**config.mk**
```make
export PLATFORM = sky130hd
export DESIGN_NAME = prod_accum_serializer
export DESIGN_NICKNAME = d
export VERILOG_FILES = /design/src/rtl/prod_accum_serializer.sv
export SDC_FILE = /design/constraint.sdc
export NUM_CORES = 1
export LEC_CHECK = 0
export CAP_MARGIN = 20
export CORE_AREA = 10 10 87 89
export DETAILED_ROUTE_END_ITERATION = 7
export DIE_AREA = 0 0 97 99
export DONT_BUFFER_PORTS = 1
export PLACE_DENSITY = 0.67
export SETUP_SLACK_MARGIN = 0.3
export SKIP_CTS_REPAIR_TIMING = 1
export SLEW_MARGIN = 20
export SYNTH_ARGS = -nofsm -noshare
export SYNTH_HDL_FRONTEND = slang
export SYNTH_SLANG_ARGS = --single-unit
export TNS_END_PERCENT = 5
```
**constraint.sdc**
```tcl
create_clock -name clk -period 3.5 [get_ports clk]
set_input_delay 0.35 -clock clk [delete_from_list [all_inputs] [get_ports clk]]
set_output_delay 0.35 -clock clk [all_outputs]
set_load 0.05 [all_outputs]
```
**src/rtl/prod_accum_serializer.sv**
```systemverilog
// Accumulates blocks of COUNT 8-bit products and streams each sum LSB byte first.
// Define PROD_ACCUM_SATURATE_EN to saturate the sum instead of wrapping.
module prod_accum_serializer #(
  parameter int COUNT = 4,
  parameter int ACC_W = 16
) (
  input  logic       clk,
  input  logic       rst,
  input  logic       in_valid,
  input  logic [7:0] in_prod,
  output logic       in_ready,
  input  logic       flush,
  output logic       out_valid,
  output logic [7:0] out_data,
  output logic       out_last,
  input  logic       out_ready,
  output logic       ovf
);

  localparam int NBYTES = ACC_W / 8;
  localparam int IW = (NBYTES > 1) ? $clog2(NBYTES) : 1;

  typedef enum logic {
    ACCUM,
    SEND
  } state_t;

  state_t           state;
  logic [ACC_W-1:0] acc;
  logic [ACC_W-1:0] sh;
  logic [7:0]       cnt;
  logic [IW-1:0]    byte_idx;
  logic             acc_ovf;
  logic             ovf_flag;

  logic             accept;
  logic [ACC_W:0]   sum;
  logic             carry;
  logic [ACC_W-1:0] nxt;
  logic             go;
  logic [ACC_W-1:0] blk_sum;
  logic             blk_ovf;
  logic             is_last;

  // next-sum arithmetic and block-close decision
  always_comb begin
    accept = in_valid && (state == ACCUM);
    sum    = {1'b0, acc} + {{(ACC_W-7){1'b0}}, in_prod};
    carry  = sum[ACC_W];
`ifdef PROD_ACCUM_SATURATE_EN
    nxt    = carry ? {ACC_W{1'b1}} : sum[ACC_W-1:0];
`else
    nxt    = sum[ACC_W-1:0];
`endif
    go     = (state == ACCUM) &&
             ((accept && (cnt == 8'(COUNT-1))) ||
              (flush && ((cnt != 8'd0) || accept)));
    blk_sum = accept ? nxt : acc;
    blk_ovf = acc_ovf | (accept & carry);
    is_last = (byte_idx == IW'(NBYTES-1));
  end

  assign in_ready  = (state == ACCUM);
  assign out_valid = (state == SEND);
  assign out_data  = sh[7:0];
  assign out_last  = (state == SEND) && is_last;
  assign ovf       = ovf_flag;

  // block FSM: accumulate, then shift the sum out byte by byte
  always_ff @(posedge clk) begin
    if (rst) begin
      state    <= ACCUM;
      acc      <= '0;
      sh       <= '0;
      cnt      <= '0;
      byte_idx <= '0;
      acc_ovf  <= 1'b0;
      ovf_flag <= 1'b0;
    end else begin
      unique case (state)
        ACCUM: begin
          if (go) begin
            sh       <= blk_sum;
            ovf_flag <= blk_ovf;
            acc      <= '0;
            cnt      <= '0;
            acc_ovf  <= 1'b0;
            state    <= SEND;
          end else if (accept) begin
            acc     <= nxt;
            cnt     <= cnt + 8'd1;
            acc_ovf <= acc_ovf | carry;
          end
        end
        SEND: begin
          if (out_ready) begin
            sh <= sh >> 8;
            if (is_last) begin
              byte_idx <= '0;
              ovf_flag <= 1'b0;
              state    <= ACCUM;
            end else begin
              byte_idx <= byte_idx + IW'(1);
            end
          end
        end
        default: state <= ACCUM;
      endcase
    end
  end

endmodule

```
=== Yosys cells after proc, flatten, opt, wreduce, memory -nomap -nowiden ===
Index checks and enable logic that the tools add are counted.

* Bits in latches: 0
* Bits in writable memories: 0
* Memories kept: 0
* Bits in registers: 44
* Memory bits (read-only): 0

* Reduce and logical (&&, ||, !) cells: 13
* Magnitude comparators: 0
* Bitwise gates (word level): 4
* Mux-type cells: 18
* Equal/unequal tests: 4
* Div/mod/pow operators: 0
* Shifts and indexed selects: 0
* Add/sub/neg operators: 3
* $mul: 0

{| class="wikitable"
|+ Operator list
! cell !! count
|-
| 2-to-1 mux 16 bit || 4
|-
| one-hot mux 16 bit (2 select lines) || 1
|-
| adder 16 x 8 -> 17 bit || 1
|-
| 2-to-1 mux 8 bit || 2
|-
| 2-to-1 mux 1 bit || 9
|-
| adder 8 x 1 -> 8 bit (second input constant) || 1
|-
| equality test 8 x 2 -> 1 bit (second input constant) || 1
|-
| nonzero test 8 bit || 1
|-
| AND reduction 2 bit || 3
|-
| logical AND 1 bit || 5
|-
| != test 2 x 1 -> 1 bit (second input constant) || 2
|-
| one-hot mux 1 bit (2 select lines) || 2
|-
| AND reduction 3 bit || 1
|-
| logical OR 1 bit || 2
|-
| != test 2 bit (second input constant) || 1
|-
| bitwise OR 1 bit || 2
|-
| nonzero test 2 bit || 1
|-
| adder 1 bit (second input constant) || 1
|-
| bitwise AND 1 bit || 1
|-
| NOT 1 bit || 1
|}

=== Longest topological paths before layout ===
Gate-level depths: netlist of run 1.

* Word-level depth: 8
* Gate-level depth with buffers: 8
* Gate-level depth less buffers: 8

=== Least setup slack after synthesis of run 1 ===
OpenSTA, ideal clock, no wires.

* Kind: input port to flip-flop
* Start: input in_prod[0]
* End: register acc[12]
* Cell stages on the path: 8
* Path slack: 1.286 ns
* Buffers on the path: 0
* Data arrival time: 2.140 ns
* Cell sequence: ha_1 fa_1 a211o_2 a31oi_4 o21ai_4 or4b_4 or3_1 a31oi_1

* Longest elaborated chain between the ends: 3

{| class="wikitable"
|+ Ends and longest elaborated chain
! element !! RTL line !! RTL
|-
| start, declared || 10 || <nowiki>input logic [7:0] in_prod,</nowiki>
|-
| adder 16 x 8 -> 17 bit || 48 || <nowiki>sum = {1'b0, acc} + {{(ACC_W-7){1'b0}}, in_prod};</nowiki>
|-
| 2-to-1 mux 16 bit || 89 || <nowiki>end else if (accept) begin</nowiki>
|-
| 2-to-1 mux 16 bit || 82 || <nowiki>if (go) begin</nowiki>
|-
| end signal, assigned || 90 || <nowiki>acc <= nxt;</nowiki>
|-
| end, declared || 29 || <nowiki>logic [ACC_W-1:0] acc;</nowiki>
|}

Every way passes these cells.
A chain may end at the register's enable or synchronous reset.

=== Final worst setup path of run 1 ===
* Start: register acc[0]
* End: register acc[12]

* Longest elaborated chain between the ends: 3

{| class="wikitable"
|+ Ends and longest elaborated chain
! element !! RTL line
|-
| adder 16 x 8 -> 17 bit || 48
|-
| 2-to-1 mux 16 bit || 89
|-
| 2-to-1 mux 16 bit || 82
|}

Every way passes these cells.

==> results of run 1 <==
==> state kept, by name, summed over array words and instances (netlist names) <==
| signal | cells |
|---|---|
| acc_ovf | 1 |
| sh | 16 |
| cnt | 8 |
| ovf | 1 |
| byte_idx | 1 |
| out_valid | 1 |
| acc | 16 |
==> cells in the final DEF (no fill, tap or decap), types with 5 or more instances in the layout <==
cell and instances:
nand2_1 35, inv_1 10, o21ai_0 18, a31oi_1 8, clkbuf_8 5, xor2_1 12
ha_1 10, nand4_1 6, nor2_1 27, dfxtp_1 44, a211oi_1 5, xnor2_1 9
a21oi_1 17, nand3_1 14, mux2i_1 7
==> power by group through the flow <==
stage | Clock, W | Combinational, W | Sequential, W
4_1_cts | 0.000394 | 0.000238 | 0.000571
2_1_floorplan | 0 | 0.000227 | 0.000555
6_report | 0.000388 | 0.000239 | 0.000570
3_5_place_dp | 0 | 0.000236 | 0.000583
3_3_place_gp | 0 | 0.000234 | 0.000582
5_1_grt | 0.000415 | 0.000264 | 0.000574
==> logic make-up (layout without fill, tap and decap cells) <==
| kind of cell | Yosys count | after routing | synth area share (%) |
|---|---|---|---|
| flops | 44 | 44 | 34.2 |
| simple gates | 115 | 115 | 22.1 |
| xor+xnor | 21 | 21 | 7.14 |
| fa+ha+maj | 11 | 11 | 5.63 |
| mux | 7 | 7 | 2.72 |
| compound gates | 81 | 81 | 21.7 |
| buf+inv | 30 | 20 | 6.50 |
==> metal layers <==
layer,track usage (%),vias to the layer above
li1,-,1081
met1,13.4,1009
met2,20.6,52
met3,4.82,11
met4,5.68,0
met5,0,-
==> path summary, 6_finish.rpt <==
kind,to,depth (start not counted),start
worst max register to register,acc[12],8,acc[0]
worst max-delay path,acc[12],8,acc[0]
worst min-delay path,byte_idx,1,rst
worst min register to register,sh[9],2,sh[9]
==> critical path, stage by stage, from the launching register on <==
cell	delay, ns
dfxtp_1	0.36
ha_1	0.20
fa_1	0.22
a211o_2	0.17
a31oi_4	0.12
o21ai_4	0.27
or4b_4	0.51
or3_1	0.31
a31oi_1	0.15
==> metrics by stage <==
step	power, W	area [um2]	instances	hold slack [ns]	worst slack (ns)
2_1_floorplan	0.000782	2580	309	0.424	1.29
3_3_place_gp	0.000816	2570	366	0.424	1.18
3_5_place_dp	0.000819	2570	366	0.425	1.14
4_1_cts	0.00120	2680	374	0.106	1.12
5_1_grt	0.00125	2680	374	0.0932	0.942
6_report	0.00120	2680	374	0.106	1.12
==> layout make-up <==
class                           count  area (um2)
Clock buffer                        6        72.6
Clock inverter                      2        35.0
Fill cell                         571        3170
Inverter                           10        37.5
Multi-Input combinational cell    235        1530
Sequential cell                    44         881
Tap cell                           75        93.8
Timing Repair Buffer                2        27.5
==> impl_metrics.tcl, run 1 <==
set metrics [dict create \
    viasPerCell 5.76 \
    gp_congestion 0.857 \
    num_antenna_cells 0 \
    yosysMostFrequentCell "dfxtp_1" \
    htree_levels 2 \
    grt_pass1_vias 2000 \
    hold_path_class "input port to flop" \
    grt_max_degree 36 \
    ys_top_cells_by_area "dfxtp_1 34%, nand2_1 5.1%, ha_1 4.9%" \
    finClkSkew_ns 0.00788 \
    syn_area_um2 2580 \
    startpoint_type "flop" \
    crit_type "flop to flop" \
    drc 0 \
    drt_iter0_drc 113 \
    syn_avg_cell_area_um2 8.34 \
    outcome "completed" \
    portBuffers 0 \
    combPwrFrac_pct 19.9 \
    synthCells 309 \
    drtAntennaViolNets 0 \
    ys_seq_area_share_pct 34.2 \
    start_util_pct 44.1 \
    async_reset_ff_share_pct 0 \
    cts-root-buf "clkbuf_8" \
    routed-wl-met2_mm 2.86 \
    worst_pin_slew_ns 0.818 \
    power.density_nw_per_um2 447 \
    track_usage_pct 12.3 \
    synthFlopType "dfxtp_1" \
    min_period_over_period_pct 67.9 \
    worst_setup_path_end_kind "flop" \
    hold_violations 0 \
    maxCapViolCount 0 \
    clock_latency_ns 0.30 \
    nets 322 \
    area_growth_pct 3.84 \
    rrSetupSlack_ns 1.12 \
    coreArea_um2 5850 \
    cp_max_fo 9 \
    clockBufferDepth 2 \
    p_sw_share_pct 31.2 \
    vias 2153 \
    num_rows 28 \
    synth_fp_nets 333 \
    cts.reportedPaths.clkPinSlew_ns 0.09 \
    power_switching_w 0.000373 \
    report.final.slew_viol_count 0 \
    antenna_found_initial 0 \
    dp_hpwl_mm 4.47 \
    cts_tree "yes" \
    die_w_um 97 \
    drive_above_1_share_pct 8.36 \
    fin_util_pct 45.7 \
    cts_sinks 44 \
    setup_viol 0 \
    netlist_top_cells_count "44 x dfxtp_1, 35 x nand2_1, 27 x nor2_1" \
    slew_headroom_pct 45.4 \
    io_pins 25 \
    critical_path_arrival_ns 2.61 \
    leakage_nw 1.01 \
    synth_top_area_share_pct 34.2 \
    synth_cell_types 61 \
    grt_setup_unrepaired "false" \
    fmax_mhz 421 \
    synth-seq-cells 44 \
    fin_setup_tns_ns 0 \
    pwr-share-seq_pct 47.6 \
    wl_met1_mm 2.62 \
    yosys_warnings 0 \
    numCtsBuffers 5 \
    crit_required_ns 3.73 \
    die_h_um 99 \
    grt.overflow.total 0 \
    grt_first_pass_wirelength_mm 9.86 \
    yosysTopAreaCell "dfxtp_1" \
    routedWlPerCell_um 16.2 \
    first_pass_iters 4 \
    routed.top_layer "met4" \
    wl_mm 6.08 \
    die-area_um2 9600 \
    synth_edf_count 0 \
    max-vdd-ir-drop_mv 0.190 \
    fin_crit_ns 2.38 \
    p_int_w 0.000824 \
    clkPwrFrac_pct 32.4 \
    wl_met3_um 436 \
]
Note: power is estimated with default switching activity, not from simulation.
==> inputs of run 2 (changes only) <==
--- a/config.mk
+++ b/config.mk
@@ -10,7 +10,7 @@
 export DETAILED_ROUTE_END_ITERATION = 7
 export DIE_AREA = 0 0 97 99
 export DONT_BUFFER_PORTS = 1
-export PLACE_DENSITY = 0.67
+export PLACE_DENSITY = 0.69
 export SETUP_SLACK_MARGIN = 0.3
 export SKIP_CTS_REPAIR_TIMING = 1
 export SLEW_MARGIN = 20
==> constraint.sdc (replaced) <==
create_clock -name clk -period 2.07 [get_ports clk]
set_input_delay 0.207 -clock clk [delete_from_list [all_inputs] [get_ports clk]]
set_output_delay 0.207 -clock clk [all_outputs]
set_load 0.05 [all_outputs]
==> impl_metrics.tcl, run 2 (synthesized netlist as in run 1, its figures left out) <==
set metrics [dict create \
    io_pins 25 \
    routedWlPerCell_um 16.4 \
    whs_ns -0.0460 \
    drive_above_1_share_pct 26.7 \
    cts-root-buf "clkbuf_8" \
    setup_viol 10 \
    viasPerCell 5.64 \
    track_usage_pct 13.1 \
    ff_latch_area_um2 891 \
    crit_type "flop to flop" \
    fin_ws_ns -0.215 \
    drc 0 \
    crit_required_ns 2.31 \
    htree_levels 2 \
    first_pass_iters 4 \
    portBuffers 0 \
    outcome "finished with violations" \
    wl_mm 6.71 \
    dp_hpwl_mm 4.82 \
    stdcell_count 408 \
    hold_violations 12 \
    cp_max_fo 7 \
    nets 356 \
    worst_pin_slew_ns 0.534 \
    die_h_um 99 \
    n_fill_cell 553 \
    grt_pass1_vias 2100 \
    die-area_um2 9600 \
    report.final.slew_viol_count 0 \
    cts_sinks 44 \
    hold_path_class "input port to flop" \
    vias 2302 \
    antenna_found_initial 0 \
    numCtsBuffers 5 \
    min_period_over_period_pct 110 \
    grt.overflow.total 0 \
    start_util_pct 44.1 \
    multi_input_area_um2 1700 \
    cts.reportedPaths.clkPinSlew_ns 0.10 \
    grt_setup_unrepaired "true" \
    grt_first_pass_wirelength_mm 10.4 \
    coreArea_um2 5850 \
    worst_setup_path_end_kind "flop" \
    cts_tree "yes" \
    holdPathStages 1 \
    fmax_mhz 438 \
    grt_max_degree 31 \
    reg_top3 "acc (16), sh (16), cnt (8)" \
    leakage_nw 1.18 \
    final_common_cell "dfxtp_1" \
    fin_crit_ns 2.28 \
    die_w_um 97 \
    num_antenna_cells 0 \
    failed_checks "hold timing, setup timing" \
    slew_headroom_pct 64.4 \
    startpoint_type "flop" \
    num_rows 28 \
    critical_path_arrival_ns 2.52 \
    clockBufferDepth 2 \
    clock_latency_ns 0.31 \
    maxCapViolCount 0 \
    area_growth_pct 20.4 \
    gp_congestion 0.930 \
    drtAntennaViolNets 0 \
    max-vdd-ir-drop_mv 0.370 \
    finClkSkew_ns 0.0125 \
    drt_iter0_drc 191 \
    fin_util_pct 53.1 \
    place_inst 394 \
    final_cell_mix "38 x dfxtp_1, 34 x nand2_1, 32 x buf_4" \
    rr_worst_depth 8 \
    power.density_nw_per_um2 674 \
]
## run 2: changes by cell type in the layout (fill, tap and decap cells not counted), sizes merged
cell	before	now
buf	2	36
bufinv	1	0
clkbuf	6	5
clkinvlp	0	2
## run 2: worst paths after layout
kind / start / slack, ns / to
max: acc[0] / -0.21 / acc[12]
min reg2reg: sh[9] / 0.45 / sh[9]
min: rst / -0.05 / acc[10]
max reg2reg: acc[0] / -0.21 / acc[12]
## run 2: through the flow
step                total power (W)  setup WS [ns]  TNS [ns]  instance area, um2  hold slack, ns
global placement            0.00146         -0.157    -0.511                2800           0.283
finish                      0.00209         -0.215    -0.656                3100         -0.0460
floorplan                   0.00133        -0.0590   -0.0756                2600           0.398
detailed placement          0.00147         -0.214    -0.731                2800           0.285
global route                0.00220         -0.305     -1.57                3100         -0.0552
CTS                         0.00203         -0.215     -1.04                2900         -0.0486
## run 2: layer usage
layer	up-vias	GRT usage, %	wire (um)
met1	1088	16.1	2980
met3	7	3.56	445
met2	59	20.9	3190
met4	0	5.68	96
li1	1148	-	-
met5	-	0	0
## run 2: critical path, cell delays in order (launching register included)
cell     delay, ns
dfxtp_2       0.36
ha_4          0.13
fa_2          0.20
a211o_4       0.14
a31oi_4       0.11
o21ai_4       0.24
or4b_4        0.51
or3_4         0.34
a31oi_1       0.19
## run 2: where the power goes
| group | internal, W | switching, W | leakage (nW) |
|---|---|---|---|
| clock | 0.000239 | 0.000329 | 0.0404 |
| sequential | 0.000886 | 0.0000770 | 0.360 |
| combinational | 0.000259 | 0.000302 | 0.785 |
## run 2: cell type report
type | count | area share (%)
Inverter | 10 | 1.21
Sequential cell | 44 | 28.7
Multi-Input combinational cell | 235 | 54.6
Clock buffer | 5 | 2.22
Clock inverter | 3 | 0.766
Timing Repair Buffer | 36 | 9.47
Tap cell | 75 | 3.02
==> inputs of run 3 (changes only) <==
--- a/config.mk
+++ b/config.mk
@@ -10,7 +10,7 @@
 export DETAILED_ROUTE_END_ITERATION = 7
 export DIE_AREA = 0 0 97 99
 export DONT_BUFFER_PORTS = 1
-export PLACE_DENSITY = 0.69
+export PLACE_DENSITY = 0.67
 export SETUP_SLACK_MARGIN = 0.3
 export SKIP_CTS_REPAIR_TIMING = 1
 export SLEW_MARGIN = 20
==> constraint.sdc (replaced) <==
create_clock -name clk -period 2.3 [get_ports clk]
set_input_delay 0.23 -clock clk [delete_from_list [all_inputs] [get_ports clk]]
set_output_delay 0.23 -clock clk [all_outputs]
set_load 0.05 [all_outputs]
==> impl_metrics.tcl, run 3 (synthesized netlist as in run 1, its figures left out) <==
set metrics [dict create \
    outcome "finished with violations" \
    failed_checks "hold timing" \
    max-vdd-ir-drop_mv 0.374 \
    startpoint_type "flop" \
    cp_max_fo 5 \
    reg2reg_to "acc[12]" \
    fmax_mhz 441 \
    leakage_nw 1.08 \
    grt_setup_unrepaired "true" \
    viasPerCell 5.78 \
    setup.worst_path.start "acc[0]" \
    maxCapViolCount 0 \
    finClkSkew_ns 0.0106 \
    num_rows 28 \
    hold_path_class "input port to flop" \
    portBuffers 0 \
    wl_mm 6.58 \
    r2r-start "acc[0]" \
    io_pins 25 \
    reg_top3 "acc (16), sh (16), cnt (8)" \
    stdcell_count 388 \
    drt_iter0_drc 142 \
    nets 336 \
    report.final.slew_viol_count 0 \
    area_growth_pct 10.4 \
    coreArea_um2 5850 \
    antenna_found_initial 0 \
    dp_hpwl_mm 4.75 \
    critical_path_arrival_ns 2.51 \
    crit_type "flop to flop" \
    fin_setup_tns_ns 0 \
    start_util_pct 44.1 \
    fin_util_pct 48.7 \
    gp_congestion 0.883 \
    cts_tree "yes" \
    hold_violations 4 \
    grt.overflow.total 0 \
    die_w_um 97 \
    grt_first_pass_wirelength_mm 10.6 \
    rrSetupSlack_ns 0.03 \
    die-area_um2 9600 \
    worst_pin_slew_ns 0.531 \
    crit_required_ns 2.54 \
    cts-root-buf "clkbuf_8" \
    power_w 0.00190 \
    drc 0 \
    vias 2241 \
    first_pass_iters 4 \
    fin_crit_ns 2.27 \
    power.density_nw_per_um2 667 \
    final_common_cell "dfxtp_1" \
    grt_max_degree 25 \
    cts_sinks 44 \
    track_usage_pct 13.0 \
    num_antenna_cells 0 \
    die_h_um 99 \
    setup_viol 0 \
    htree_levels 2 \
    routedWlPerCell_um 17.0 \
    min_period_over_period_pct 98.6 \
    drtAntennaViolNets 0 \
    crit_end "acc[12]" \
    drive_above_1_share_pct 15.0 \
    clockBufferDepth 2 \
    numCtsBuffers 5 \
    cts.reportedPaths.clkPinSlew_ns 0.10 \
    final_cell_mix "43 x dfxtp_1, 35 x nand2_1, 27 x nor2_1" \
    place_inst 377 \
    worst_setup_path_end_kind "flop" \
    slew_headroom_pct 64.6 \
    clock_latency_ns 0.30 \
    rr_worst_depth 8 \
    whs_ns -0.0141 \
    grt_pass1_vias 2081 \
]
run 3: final cells by class:
type	count	area (um2)
fillers	561	3000
multi-input cells	236	1600
flip-flops and latches	44	882
repair buffers	15	115
well taps	75	93.8
clock buffers	5	68.8
clock inverters	3	46.3
inverters	10	37.5
run 3: report_power, final:
group	total [W]	leakage, nW	switching, W	internal (W)
sequential	0.000864	0.357	0.0000685	0.000796
combinational	0.000415	0.671	0.000248	0.000167
clock	0.000619	0.0548	0.000291	0.000328
run 3: through the flow:
step / setup WS [ns] / area (um2)
after CTS: 0.0118 / 2780
final: 0.0311 / 2850
after detailed placement: 0.0346 / 2660
after global placement: 0.0725 / 2660
after global routing: -0.0650 / 2850
after floorplan: 0.171 / 2600
run 3: metal layers:
metal | part of all wire (%) | track usage [%] | vias to the layer above
met5 | 0 | 0 | -
met4 | 1.9 | 3.75 | 0
met3 | 7.7 | 3.21 | 10
met2 | 47 | 21.8 | 70
met1 | 43 | 16.1 | 1052
li1 | - | - | 1109
run 3: worst max-delay path, cell delays in order (launching register included):
cell	delay [ns]
dfxtp_2	0.37
ha_4	0.15
fa_2	0.22
a211o_4	0.15
a31oi_4	0.14
o21ai_4	0.24
or4b_4	0.50
or3_1	0.31
a31oi_1	0.12
run 3: worst min path at each step:
| stage | slack, ns | startpoint | end | cells past startpoint |
|---|---|---|---|---|
| finish | -0.01 | rst | acc[12] | 1 |
| floorplan | 0.42 | out_ready | sh[3] | 2 |
| CTS | -0.02 | rst | acc[12] | 1 |
| global route | -0.02 | rst | acc[12] | 1 |
| detailed placement | 0.31 | rst | acc[12] | 1 |
| global placement | 0.30 | rst | acc[12] | 1 |
